[src/rtl/a25_wb_pkg.sv]
// Shared load-size encodings and the write-back entry layout for the default
// 32-bit data / 11-bit tag configuration.
package a25_wb_pkg;

   localparam logic [1:0] LS_BYTE = 2'b00;
   localparam logic [1:0] LS_HALF = 2'b01;
   localparam logic [1:0] LS_WORD = 2'b10;

   typedef struct packed {
      logic [31:0] data;
      logic [10:0] rd;
   } wb_entry_t;

endpackage

[src/rtl/a25_wb_load_buffer_if.sv]
// Memory-stage push side and register-file pop side of the load buffer.
// The slave modport is the buffer's view; master is the surrounding pipeline.
interface a25_wb_load_buffer_if #(
   parameter int unsigned DATA_W = 32,
   parameter int unsigned RD_W   = 11,
   parameter int unsigned DEPTH  = 4
);
   localparam int unsigned CNT_W = $clog2(DEPTH + 1);

   logic              i_mem_stall;
   logic [DATA_W-1:0] i_mem_read_data;
   logic              i_mem_read_data_valid;
   logic [RD_W-1:0]   i_mem_load_rd;
   logic [31:0]       i_daddress;
   logic [1:0]        i_load_size;
   logic              i_load_signed;
   logic              o_mem_ready;
   logic              i_wb_ready;
   logic [DATA_W-1:0] o_wb_read_data;
   logic              o_wb_read_data_valid;
   logic [RD_W-1:0]   o_wb_load_rd;
   logic              o_full;
   logic              o_empty;
   logic [CNT_W-1:0]  o_count;
   logic              o_overflow;

   modport slave (
      input  i_mem_stall, i_mem_read_data, i_mem_read_data_valid, i_mem_load_rd,
      input  i_daddress, i_load_size, i_load_signed, i_wb_ready,
      output o_mem_ready, o_wb_read_data, o_wb_read_data_valid, o_wb_load_rd,
      output o_full, o_empty, o_count, o_overflow
   );

   modport master (
      output i_mem_stall, i_mem_read_data, i_mem_read_data_valid, i_mem_load_rd,
      output i_daddress, i_load_size, i_load_signed, i_wb_ready,
      input  o_mem_ready, o_wb_read_data, o_wb_read_data_valid, o_wb_load_rd,
      input  o_full, o_empty, o_count, o_overflow
   );

endinterface

[src/rtl/a25_load_align.sv]
// Combinational load aligner: byte/halfword extract with sign or zero
// extension, and ARM-style rotate for unaligned word loads.
module a25_load_align
   import a25_wb_pkg::*;
(
   input  logic [31:0] data_i,
   input  logic [1:0]  addr_i,
   input  logic [1:0]  size_i,
   input  logic        signed_i,
   output logic [31:0] data_o
);

   logic [31:0] rotated;
   logic [15:0] half;

   always_comb begin
      // Low word of the doubled value shifted right is a rotate right by 8*addr.
      rotated = 32'({data_i, data_i} >> {addr_i, 3'b000});
      half    = addr_i[1] ? data_i[31:16] : data_i[15:0];
      case (size_i)
         LS_BYTE: data_o = {{24{signed_i & rotated[7]}}, rotated[7:0]};
         LS_HALF: data_o = {{16{signed_i & half[15]}}, half};
         default: data_o = rotated;  // word and the reserved encoding
      endcase
   end

endmodule

[src/rtl/a25_wb_load_buffer.sv]
// DEPTH-entry load-result FIFO between the memory stage and the register-file
// write port, with optional alignment of load data before it is stored.
module a25_wb_load_buffer #(
   parameter int unsigned DATA_W   = 32,
   parameter int unsigned RD_W     = 11,
   parameter int unsigned DEPTH    = 4,
   parameter int unsigned ALIGN_EN = 1
) (
   input logic                 i_clk,
   input logic                 i_rst,
   a25_wb_load_buffer_if.slave bus
);

   localparam int unsigned PTR_W = $clog2(DEPTH);
   localparam int unsigned CNT_W = $clog2(DEPTH + 1);

   typedef struct packed {
      logic [DATA_W-1:0] data;
      logic [RD_W-1:0]   rd;
   } entry_t;

   entry_t           mem_q [DEPTH];
   entry_t           mem_d [DEPTH];
   logic [PTR_W-1:0] wr_ptr_q, wr_ptr_d, rd_ptr_q, rd_ptr_d;
   logic [CNT_W-1:0] count_q, count_d;
   logic             overflow_q, overflow_d;

   logic              push_req, push_ok, pop, full, empty;
   logic [DATA_W-1:0] push_data;
   entry_t            head;

   logic unused_addr;
   assign unused_addr = ^bus.i_daddress[31:2];

   if (ALIGN_EN != 0) begin : g_align
      a25_load_align u_align (
         .data_i   (bus.i_mem_read_data),
         .addr_i   (bus.i_daddress[1:0]),
         .size_i   (bus.i_load_size),
         .signed_i (bus.i_load_signed),
         .data_o   (push_data)
      );
   end else begin : g_bypass
      logic unused_align;
      assign unused_align = ^{bus.i_load_size, bus.i_load_signed, bus.i_daddress[1:0]};
      assign push_data    = bus.i_mem_read_data;
   end

   always_comb begin
      full     = (count_q == CNT_W'(DEPTH));
      empty    = (count_q == '0);
      push_req = bus.i_mem_read_data_valid & ~bus.i_mem_stall;
      pop      = ~empty & bus.i_wb_ready;
      // A full buffer still takes a push when the head leaves in the same cycle.
      push_ok  = push_req & (~full | pop);

      for (int i = 0; i < int'(DEPTH); i++) mem_d[i] = mem_q[i];
      wr_ptr_d = wr_ptr_q;
      rd_ptr_d = rd_ptr_q;
      if (push_ok) begin
         mem_d[wr_ptr_q] = '{data: push_data, rd: bus.i_mem_load_rd};
         wr_ptr_d        = wr_ptr_q + PTR_W'(1);
      end
      if (pop) rd_ptr_d = rd_ptr_q + PTR_W'(1);
      count_d    = count_q + CNT_W'(push_ok) - CNT_W'(pop);
      overflow_d = overflow_q | (push_req & full & ~pop);
   end

   always_ff @(posedge i_clk) begin
      if (i_rst) begin
         for (int i = 0; i < int'(DEPTH); i++) mem_q[i] <= '0;
         wr_ptr_q   <= '0;
         rd_ptr_q   <= '0;
         count_q    <= '0;
         overflow_q <= 1'b0;
      end else begin
         for (int i = 0; i < int'(DEPTH); i++) mem_q[i] <= mem_d[i];
         wr_ptr_q   <= wr_ptr_d;
         rd_ptr_q   <= rd_ptr_d;
         count_q    <= count_d;
         overflow_q <= overflow_d;
      end
   end

   assign head                     = mem_q[rd_ptr_q];
   assign bus.o_wb_read_data       = empty ? '0 : head.data;
   assign bus.o_wb_load_rd         = empty ? '0 : head.rd;
   assign bus.o_wb_read_data_valid = ~empty;
   assign bus.o_mem_ready          = ~full;
   assign bus.o_full               = full;
   assign bus.o_empty              = empty;
   assign bus.o_count              = count_q;
   assign bus.o_overflow           = overflow_q;

endmodule
[src/flat_wrapper.sv]
// flat-port wrapper written by rule: the top's interface ports become plain ports
module a25_wb_load_buffer_flat 
#(
   parameter int unsigned DATA_W   = 32,
   parameter int unsigned RD_W     = 11,
   parameter int unsigned DEPTH    = 4,
   parameter int unsigned ALIGN_EN = 1
)
  (i_clk, i_rst, bus_i_mem_stall, bus_i_mem_read_data, bus_i_mem_read_data_valid, bus_i_mem_load_rd, bus_i_daddress, bus_i_load_size, bus_i_load_signed, bus_i_wb_ready, bus_o_mem_ready, bus_o_wb_read_data, bus_o_wb_read_data_valid, bus_o_wb_load_rd, bus_o_full, bus_o_empty, bus_o_count, bus_o_overflow);
  a25_wb_load_buffer_if #(.DATA_W(DATA_W), .RD_W(RD_W), .DEPTH(DEPTH)) bus_i ();
  input logic i_clk;
  input logic i_rst;
  input wire logic [$bits(bus_i.i_mem_stall)-1:0] bus_i_mem_stall;
  input wire logic [$bits(bus_i.i_mem_read_data)-1:0] bus_i_mem_read_data;
  input wire logic [$bits(bus_i.i_mem_read_data_valid)-1:0] bus_i_mem_read_data_valid;
  input wire logic [$bits(bus_i.i_mem_load_rd)-1:0] bus_i_mem_load_rd;
  input wire logic [$bits(bus_i.i_daddress)-1:0] bus_i_daddress;
  input wire logic [$bits(bus_i.i_load_size)-1:0] bus_i_load_size;
  input wire logic [$bits(bus_i.i_load_signed)-1:0] bus_i_load_signed;
  input wire logic [$bits(bus_i.i_wb_ready)-1:0] bus_i_wb_ready;
  output wire logic [$bits(bus_i.o_mem_ready)-1:0] bus_o_mem_ready;
  output wire logic [$bits(bus_i.o_wb_read_data)-1:0] bus_o_wb_read_data;
  output wire logic [$bits(bus_i.o_wb_read_data_valid)-1:0] bus_o_wb_read_data_valid;
  output wire logic [$bits(bus_i.o_wb_load_rd)-1:0] bus_o_wb_load_rd;
  output wire logic [$bits(bus_i.o_full)-1:0] bus_o_full;
  output wire logic [$bits(bus_i.o_empty)-1:0] bus_o_empty;
  output wire logic [$bits(bus_i.o_count)-1:0] bus_o_count;
  output wire logic [$bits(bus_i.o_overflow)-1:0] bus_o_overflow;
  assign bus_i.i_mem_stall = bus_i_mem_stall;
  assign bus_i.i_mem_read_data = bus_i_mem_read_data;
  assign bus_i.i_mem_read_data_valid = bus_i_mem_read_data_valid;
  assign bus_i.i_mem_load_rd = bus_i_mem_load_rd;
  assign bus_i.i_daddress = bus_i_daddress;
  assign bus_i.i_load_size = bus_i_load_size;
  assign bus_i.i_load_signed = bus_i_load_signed;
  assign bus_i.i_wb_ready = bus_i_wb_ready;
  assign bus_o_mem_ready = bus_i.o_mem_ready;
  assign bus_o_wb_read_data = bus_i.o_wb_read_data;
  assign bus_o_wb_read_data_valid = bus_i.o_wb_read_data_valid;
  assign bus_o_wb_load_rd = bus_i.o_wb_load_rd;
  assign bus_o_full = bus_i.o_full;
  assign bus_o_empty = bus_i.o_empty;
  assign bus_o_count = bus_i.o_count;
  assign bus_o_overflow = bus_i.o_overflow;
  a25_wb_load_buffer #(.DATA_W(DATA_W), .RD_W(RD_W), .DEPTH(DEPTH), .ALIGN_EN(ALIGN_EN)) u_core (.i_clk(i_clk), .i_rst(i_rst), .bus(bus_i));
endmodule
[config.mk]
export PLATFORM = sky130hd
export DESIGN_NAME = a25_wb_load_buffer_flat
export DESIGN_NICKNAME = d
export VERILOG_FILES = /design/src/rtl/a25_wb_pkg.sv /design/src/rtl/a25_wb_load_buffer_if.sv /design/src/rtl/a25_load_align.sv /design/src/rtl/a25_wb_load_buffer.sv /design/src/flat_wrapper.sv
export SDC_FILE = /design/constraint.sdc
export NUM_CORES = 1
export LEC_CHECK = 0
export ABC_AREA = 0
export BUFFER_PORTS_ARGS = -buffer_cell sky130_fd_sc_hd__buf_2
export CAP_MARGIN = 20
export CORE_MARGIN = 2
export CORE_UTILIZATION = 30
export CTS_BUF_LIST = sky130_fd_sc_hd__clkbuf_2
export DETAILED_ROUTE_END_ITERATION = 10
export PLACE_DENSITY_LB_ADDON = 0.05
export RECOVER_POWER = 100
export SYNTH_ARGS = -nofsm -noshare
export SYNTH_HDL_FRONTEND = slang
export SYNTH_SLANG_ARGS = --single-unit
[constraint.sdc]
create_clock -name i_clk -period 3.1 [get_ports i_clk]
set_input_delay 0.31 -clock i_clk [delete_from_list [all_inputs] [get_ports i_clk]]
set_output_delay 0.31 -clock i_clk [all_outputs]
set_load 0.05 [all_outputs]
# Yosys cells after proc, flatten, opt, wreduce, memory -nomap -nowiden
# Memories as Yosys holds them, arrays and structs flattened. A register that Yosys moved wholly into a read port is not among the register bits.
# Cells that the tools add are included.
# word_totals
ram_bits	172
memories	1
register_bits	8
inputBits	83
word_cells	52
out_inout_bits	51
# memory_table
memory	words	word_bits	rd	rd_clocked_by_memory_dff	wr	line_no	source
u_core.mem_q	4	43	5	1	4	a25_wb_load_buffer.sv:22	entry_t mem_q [DEPTH];
# op_classes
eq_ne	2
magnitude_cmp	2
shifts	1
addsub	4
reduce_logical	3
n_bitwise	18
mux	17
# op_table
op	n
43-bit 2-to-1 mux	5
172-bit bitwise mux	1
172-bit 2-to-1 mux	1
43-bit demux with 2-bit select	1
32-bit one-hot mux with 2 select lines	1
64-bit by 5-bit >> shifter with 32-bit output	1
32-bit 2-to-1 mux	1
16-bit 2-to-1 mux	1
11-bit 2-to-1 mux	1
1-bit bitwise AND	7
1-bit bitwise OR	6
2-bit by 1-bit adder with 2-bit output, second input constant	2
2-bit 2-to-1 mux	2
1-bit inverter	4
3-bit by 1-bit adder with 3-bit output	1
3-bit == test, second input constant	1
3-bit >= comparator, second input constant	1
3-bit zero test	1
3-bit by 1-bit less-than comparator with 1-bit output, second input constant	1
1-bit 2-to-1 mux	3
2-bit inverter with 3-bit output	1
3-bit by 1-bit subtractor with 3-bit output	1
2-bit by 1-bit == test with 1-bit output, second input constant	1
2-bit zero test	1
1-bit logical AND	1

# Longest topological paths before layout
# Gate-level depths: netlist of run 1.
# depth
depth_word	8
depth_mapped	10
mapped_depth_nobuf	10

# Cells and area by module
# From an unflattened synthesis of run 1, not the netlist that was laid out.
# unflattened
hier_cells	883
hier_area_um2	9917.0
# modules_own_cells
module	seq_area_each_um2	cells_per_inst	area_per_inst_um2	instances
a25_wb_load_buffer	3643.5	767	8692.1	1
a25_load_align	0.0	116	1224.9	1

# Least setup slack after synthesis of run 1
# OpenSTA, ideal clock, no wires.
# synth_path
path_type	reg-to-output
startpoint	reg u_core.count_q[1] (netlist: u_core.bus.o_count[1])
endpoint	out bus_o_wb_read_data[23]
path_slack_ns	0.510
stages_incl_launch_ff	5
t_required_ns	2.790
arrival_time_ns	2.280
n_path_buf	2
path_cell_list	dfxtp_1 > or3_1 > clkbuf_1 > clkbuf_1 > and2_1
# synth_between
elab_chain_len	2
# synth_rtl
item	line_no	source
start, declared	a25_wb_load_buffer.sv:25	logic [CNT_W-1:0] count_q, count_d;
start signal, assigned	a25_wb_load_buffer.sv:80	count_q <= count_d;
3-bit zero test	a25_wb_load_buffer.sv:51	empty = (count_q == '0);
32-bit 2-to-1 mux	a25_wb_load_buffer.sv:86	assign bus.o_wb_read_data = empty ? '0 : head.data;
end, declared	flat_wrapper.sv:22	output wire logic [$bits(bus_i.o_wb_read_data)-1:0] bus_o_wb_read_data;
# Every way passes these cells.

==> metrics.csv, run 1 <==
metric,value,unit
GRT Util Overall,0.190,
dpl ws,0.634,ns
worst-path fanout max,43,
Clock Sinks,182,
Final setup viols,0,
Worst-path clk slew,0.31,ns
synth unique cells,44,
grt ovf,0,
die height,178,um
crit path time final,2.86,ns
WP depth,4,
slowest CP cell,mux4_2,
capturing element type of the critical path,primary output,
Worst Reg-to-Reg Cells,4,
via total after detailed routing,7307,
CTS Buffer Depth,2,
synthesized area,0.00912,sq mm
Power Dens Cells,569,mW/mm^2
post-DP HPWL,18000,um
final worst-path cycle share,0.923,
footprint of the multi-input gates,0.00486,sq mm
vias in the first global route,7326,
Worst Path Required,2.79,ns
Final Hold Vio Count,0,
#FFs+latches synth,182,
Starting Density,0.306,
"FFs w/ async S/R, synth",0,
total power,5.85,mW
register area share after synthesis,0.400,
static leakage,3.71,nW
DR WL/cell,20.4,um
failing checks,"max-capacitance violations, max-slew violations",
Die ar.,0.0318,sq mm
"Buf+Inv Stages, Crit Path",2,
Placed Cells incl. Taps,1378,
syn nets,1040,
Worst Max-Slew Pin Slew,1.66,ns
RSZ-0062 raised after global routing,false,
number of non-filler instances in the completed layout,1437,
pin count of the biggest net entering global routing,55,
Slew Limit Headroom,-0.106,
row cnt,63,
CORE AREA,0.0298,sq mm
Via density,5.08,
Fill cells,3138,
setup ws final,0.238,ns
Critical Path AT,2.55,ns
most frequent cells in the layout,"181 x dfxtp_1, 121 x nand2_1, 88 x nor2_1, 65 x nand3b_1, 58 x buf_2",
Yosys warnings,0,
Root Driver,clkbuf_2,
synthesized area per cell,9.60,sq um
r2r startpoint,u_core.bus.o_count[1],
first-pass GRT wire length,45200,um
TNS Setup,0,ns
outcome,"complete, but fails checks",
sequential cell area,0.00365,sq mm
final WL,29400,um
worst skew pair latency,0.79,ns
RR Endpoint,u_core.mem_q[0][25],
max frequency,349,MHz
Peak VDD IR,306,uV
drt drc,0,
peak per-stage delay on the critical path,0.56,ns
max cap viols,1,
CP cell instances,"buf_12, mux4_2, and2_1, clkbuf_2",
share of layout cells above drive strength 1,0.213,
startpoint type of the worst setup path,register,
initial antenna violation count,1,
gpl congestion,0.746,
initial drt markers,335,
TritonRoute pass-1 iters,4,
R2R setup slack,0.35,ns
worst hold-check path type,in2reg,
Die X,178,um
H-tree levels,4,
CTS tree,built,
critical path class,reg2out,
fin nets,1122,
Post-synth EDFFs,0,
Synth Instances,950,
area delta synth->final,12.8,%
"Slew Viols, Final",35,
Crit path max-delay family,buffers and inverters,
Clock Skew,0.0665,ns
IO Pins,134,
Final ANT Viol Nets,0,
CTS buffer count,17,
Critical Path End,bus_o_wb_read_data[14],
IO buf count,103,
most common library cell in the layout ignoring fill and taps,dfxtp_1,
"Top FF cell, synth",dfxtp_1,
## repair_timing
item,CTS,global route
endpoints found under the hold margin,65,3
hold buffers,22,3
endpoints found under the setup margin,3,1
gates cloned,0,0
buffers inserted,0,0
resized for setup,1,1
## flip-flops by register name (all words and copies together) (netlist names), named ones only
name and flops:
u_core.mem_q 172, u_core.bus.o_count 3, u_core.rd_ptr_q 2, u_core.wr_ptr_q 2
u_core.bus.o_overflow 1
## layer usage
metal,routed length [um],vias to the layer above,track usage
met5,0,-,0
met4,330,0,0.0386
met3,1080,23,0.0345
met2,14100,131,0.319
met1,13800,3591,0.255
li1,-,3562,-
## layout make-up
cell class / count / area share
diodes: 2 / 0.000487
multi-input cells: 657 / 0.472
clock buffers: 17 / 0.00827
repair buffers: 141 / 0.0869
inverters: 33 / 0.0120
well taps: 390 / 0.0474
clock inverters: 15 / 0.0181
flip-flops and latches: 182 / 0.355
## through the flow
| stage | utilization | cell area [sq um] | hold slack (ns) |
|---|---|---|---|
| 2_1_floorplan | - | 9120 | 0.433 |
| 3_3_place_gp | 0.329 | 9810 | 0.443 |
| 3_5_place_dp | 0.329 | 9810 | 0.447 |
| 4_1_cts | 0.346 | 10300 | 0.00291 |
| 5_1_grt | 0.345 | 10300 | 0.00227 |
| 6_report | 0.345 | 10300 | 0.0733 |
## cells in the mapped netlist (2+ instances only)
library cell / instances / area share
o21ai_1: 4 / 0.0022
mux2i_1: 19 / 0.021
nand3_1: 14 / 0.0077
a211oi_2: 13 / 0.018
o21ai_0: 37 / 0.020
inv_1: 33 / 0.014
nor2_1: 88 / 0.036
buf_1: 3 / 0.0012
clkbuf_1: 30 / 0.012
a22o_1: 7 / 0.0067
mux4_1: 3 / 0.0086
xnor2_1: 3 / 0.0029
nand2b_1: 7 / 0.0048
or4b_4: 2 / 0.0030
and3_2: 4 / 0.0033
a211oi_1: 53 / 0.044
a21oi_1: 47 / 0.026
and2_1: 43 / 0.029
buf_2: 27 / 0.015
nand2_1: 121 / 0.050
ha_1: 6 / 0.0082
nor2_4: 3 / 0.0037
a22oi_1: 2 / 0.0016
dfxtp_1: 182 / 0.40
nand3_2: 4 / 0.0044
xor2_1: 2 / 0.0019
nor2b_1: 10 / 0.0069
nand3b_1: 65 / 0.054
o211ai_1: 7 / 0.0058
o31ai_1: 28 / 0.023
mux4_2: 51 / 0.13
buf_6: 17 / 0.021
nand2b_4: 4 / 0.0060
## where the power goes
group / internal [mW] / switching (mW)
Sequential: 2.47 / 0.112
Combinational: 0.639 / 1.28
Clock: 0.351 / 0.995
Total: 3.46 / 2.39
## worst min-delay path, cell delays in order
cell and delay [ns]:
buf_2 0.08, nand2b_1 0.16, nor2_1 0.11, nand2_1 0.08, a21oi_1 0.05
## kinds of logic after synthesis
group	count (synthesis)	share of synthesized area
and+or+nand+nor	370	0.213
AOI/OAI and AO/OA	202	0.153
DFF	182	0.400
buffers and inverters	111	0.0638
muxes	73	0.155
adders and majority gates	7	0.0104
xor gates and xnor gates	5	0.00480
## worst min-delay path by stage
stage / start / end / cells after the start
6_report: bus_i_mem_stall / u_core.wr_ptr_q[1] / 5
4_1_cts: bus_i_mem_read_data[17] / u_core.mem_q[0][12] / 4
3_3_place_gp: u_core.mem_q[3][0] / u_core.mem_q[3][0] / 2
2_1_floorplan: u_core.mem_q[2][0] / u_core.mem_q[2][0] / 2
3_5_place_dp: u_core.mem_q[0][4] / u_core.mem_q[0][4] / 2
5_1_grt: bus_i_mem_read_data[28] / u_core.mem_q[3][31] / 5
Power figures use the tool's default switching activity.
==> run 2: changes to the inputs <==
CAP_MARGIN = default   (was 20)
CORE_UTILIZATION = 59   (was 30)
==> run 2 against run 1 <==
Effect of this change:
- global-route usage increased by 10 points
- the flow finishes with violations (max-capacitance violations)
- sequential share of layout area up 1.4 points
- flip-flop and latch count unchanged
- via count increased by 1.0%
- first-iteration DRC count rose by 91%
- core utilization up 31 points
- wire length is 20% lower
- register-to-register slack got worse by 0.03 ns
- critical endpoint is now bus_o_wb_read_data[20]
- largest power group unchanged
- clock power barely moved
- hold slack got worse by 0.0035 ns
==> metrics.csv, run 2 (synthesis results as in run 1) <==
metric,value,unit
worst hold-check path type,in2reg,
Root Driver,clkbuf_2,
final WL,23500,um
first-pass GRT wire length,37000,um
Critical Path AT,2.63,ns
Clock Skew,0.0358,ns
pin count of the biggest net entering global routing,67,
Fill cells,1275,
IO Pins,134,
Biggest register,u_core.mem_q,
number of non-filler instances in the completed layout,1222,
critical path class,reg2out,
gpl congestion,0.823,
crit path time final,2.94,ns
Final ANT Viol Nets,0,
sequential cell area,0.00365,sq mm
Util after Layout,0.653,
area delta synth->final,8.41,%
TritonRoute pass-1 iters,5,
initial antenna violation count,1,
Worst Max-Slew Pin Slew,1.48,ns
Via density,6.04,
Placed Cells incl. Taps,1175,
Final setup viols,0,
DR WL/cell,19.2,um
CTS buffer count,17,
r2r startpoint,u_core.bus.o_count[1],
GRT Util Overall,0.291,
Clock Sinks,182,
grt ovf,0,
outcome,"complete, but fails checks",
Slew Limit Headroom,0.0135,
share of layout cells above drive strength 1,0.210,
row cnt,45,
TNS Setup,0,ns
RSZ-0062 raised after global routing,false,
Worst-path clk slew,0.27,ns
failing checks,max-capacitance violations,
"Slew Viols, Final",0,
worst-path fanout max,21,
capturing element type of the critical path,primary output,
H-tree levels,4,
dpl ws,0.779,ns
max reg flops,172,
die height,128,um
hold path depth,2,
most frequent cells in the layout,"180 x dfxtp_1, 121 x nand2_1, 88 x nor2_1, 66 x buf_2, 65 x nand3b_1",
Starting Density,0.602,
R2R setup slack,0.32,ns
drt drc,0,
post-DP HPWL,14800,um
fin nets,1110,
worst hold start,i_rst,
Peak VDD IR,312,uV
most common library cell in the layout ignoring fill and taps,dfxtp_1,
initial drt markers,640,
total power,5.72,mW
Die X,128,um
final worst-path cycle share,0.948,
footprint of the multi-input gates,0.00486,sq mm
CTS tree,built,
vias in the first global route,6929,
Power Dens Cells,578,mW/mm^2
static leakage,3.67,nW
CORE AREA,0.0151,sq mm
setup ws final,0.160,ns
Worst Reg-to-Reg Cells,4,
Min-Delay Endpoint,u_core.bus.o_overflow,
IO buf count,103,
RR Endpoint,u_core.mem_q[2][22],
worst skew pair latency,0.76,ns
Post-CTS Setup Bufs,0,
Worst Path Required,2.79,ns
Final Hold Vio Count,0,
startpoint type of the worst setup path,register,
via total after detailed routing,7383,
Die ar.,0.0165,sq mm
max cap viols,1,
max frequency,340,MHz
CTS Buffer Depth,2,
[run 2: cell types whose count changed in the layout (fill, tap and decap cells not counted), sizes merged]
cell and delta:
buf +9, bufinv +2, clkbuf -10, clkinv -3, clkinvlp +1, diode -1, dlygate4sd3 -11
[run 2: metrics by stage]
stage / hold WS [ns] / area [sq um]
CTS: 0.0108 / 9930
global placement: 0.439 / 9520
global route: 0.0361 / 9890
finish: 0.0698 / 9890
floorplan: 0.433 / 9120
detailed placement: 0.445 / 9520
[run 2: worst max-delay path by stage]
stage,from,endpoint,slack (ns)
global placement,u_core.bus.o_count[1],u_core.bus.o_count[2],0.79
global route,register,bus_o_wb_read_data[14],0.003
CTS,register,bus_o_wb_read_data[11],0.06
finish,register,bus_o_wb_read_data[20],0.16
detailed placement,u_core.bus.o_count[1],u_core.bus.o_count[2],0.78
floorplan,u_core.bus.o_count[1],bus_o_wb_read_data[23],0.51
[run 2: final cells by class]
type / count / area share
Tap cell: 188 / 0.0238
Sequential cell: 182 / 0.369
Inverter: 33 / 0.0125
Timing Repair Buffer: 129 / 0.0754
Clock inverter: 15 / 0.0191
Multi-Input combinational cell: 657 / 0.491
Antenna cell: 1 / 0.000253
Clock buffer: 17 / 0.00861
[run 2: timing repair]
item / in CTS / in global routing
hold buffers: 14 / 0
resized for setup: 0 / 2
hold endpoints to repair: 50 / 0
setup endpoints to repair: 0 / 14
[run 2: power breakdown]
group	internal, mW	switching, mW
combinational	0.589	1.20
clock	0.473	0.873
sequential	2.47	0.117
[run 2: worst max-delay path: stages, from the launching register on]
cell      delay, ns
dfxtp_4        0.54
buf_6          0.31
buf_4          0.30
mux4_2         0.32
and2_1         0.18
clkbuf_2       0.24
[run 2: routing by layer]
layer  vias up  GRT usage  wire length, um
met1      3591      0.395            10400
met5         -          0                0
met2       237      0.477            11300
met3        36     0.0470             1240
met4         0      0.101              563
li1       3519          -                -
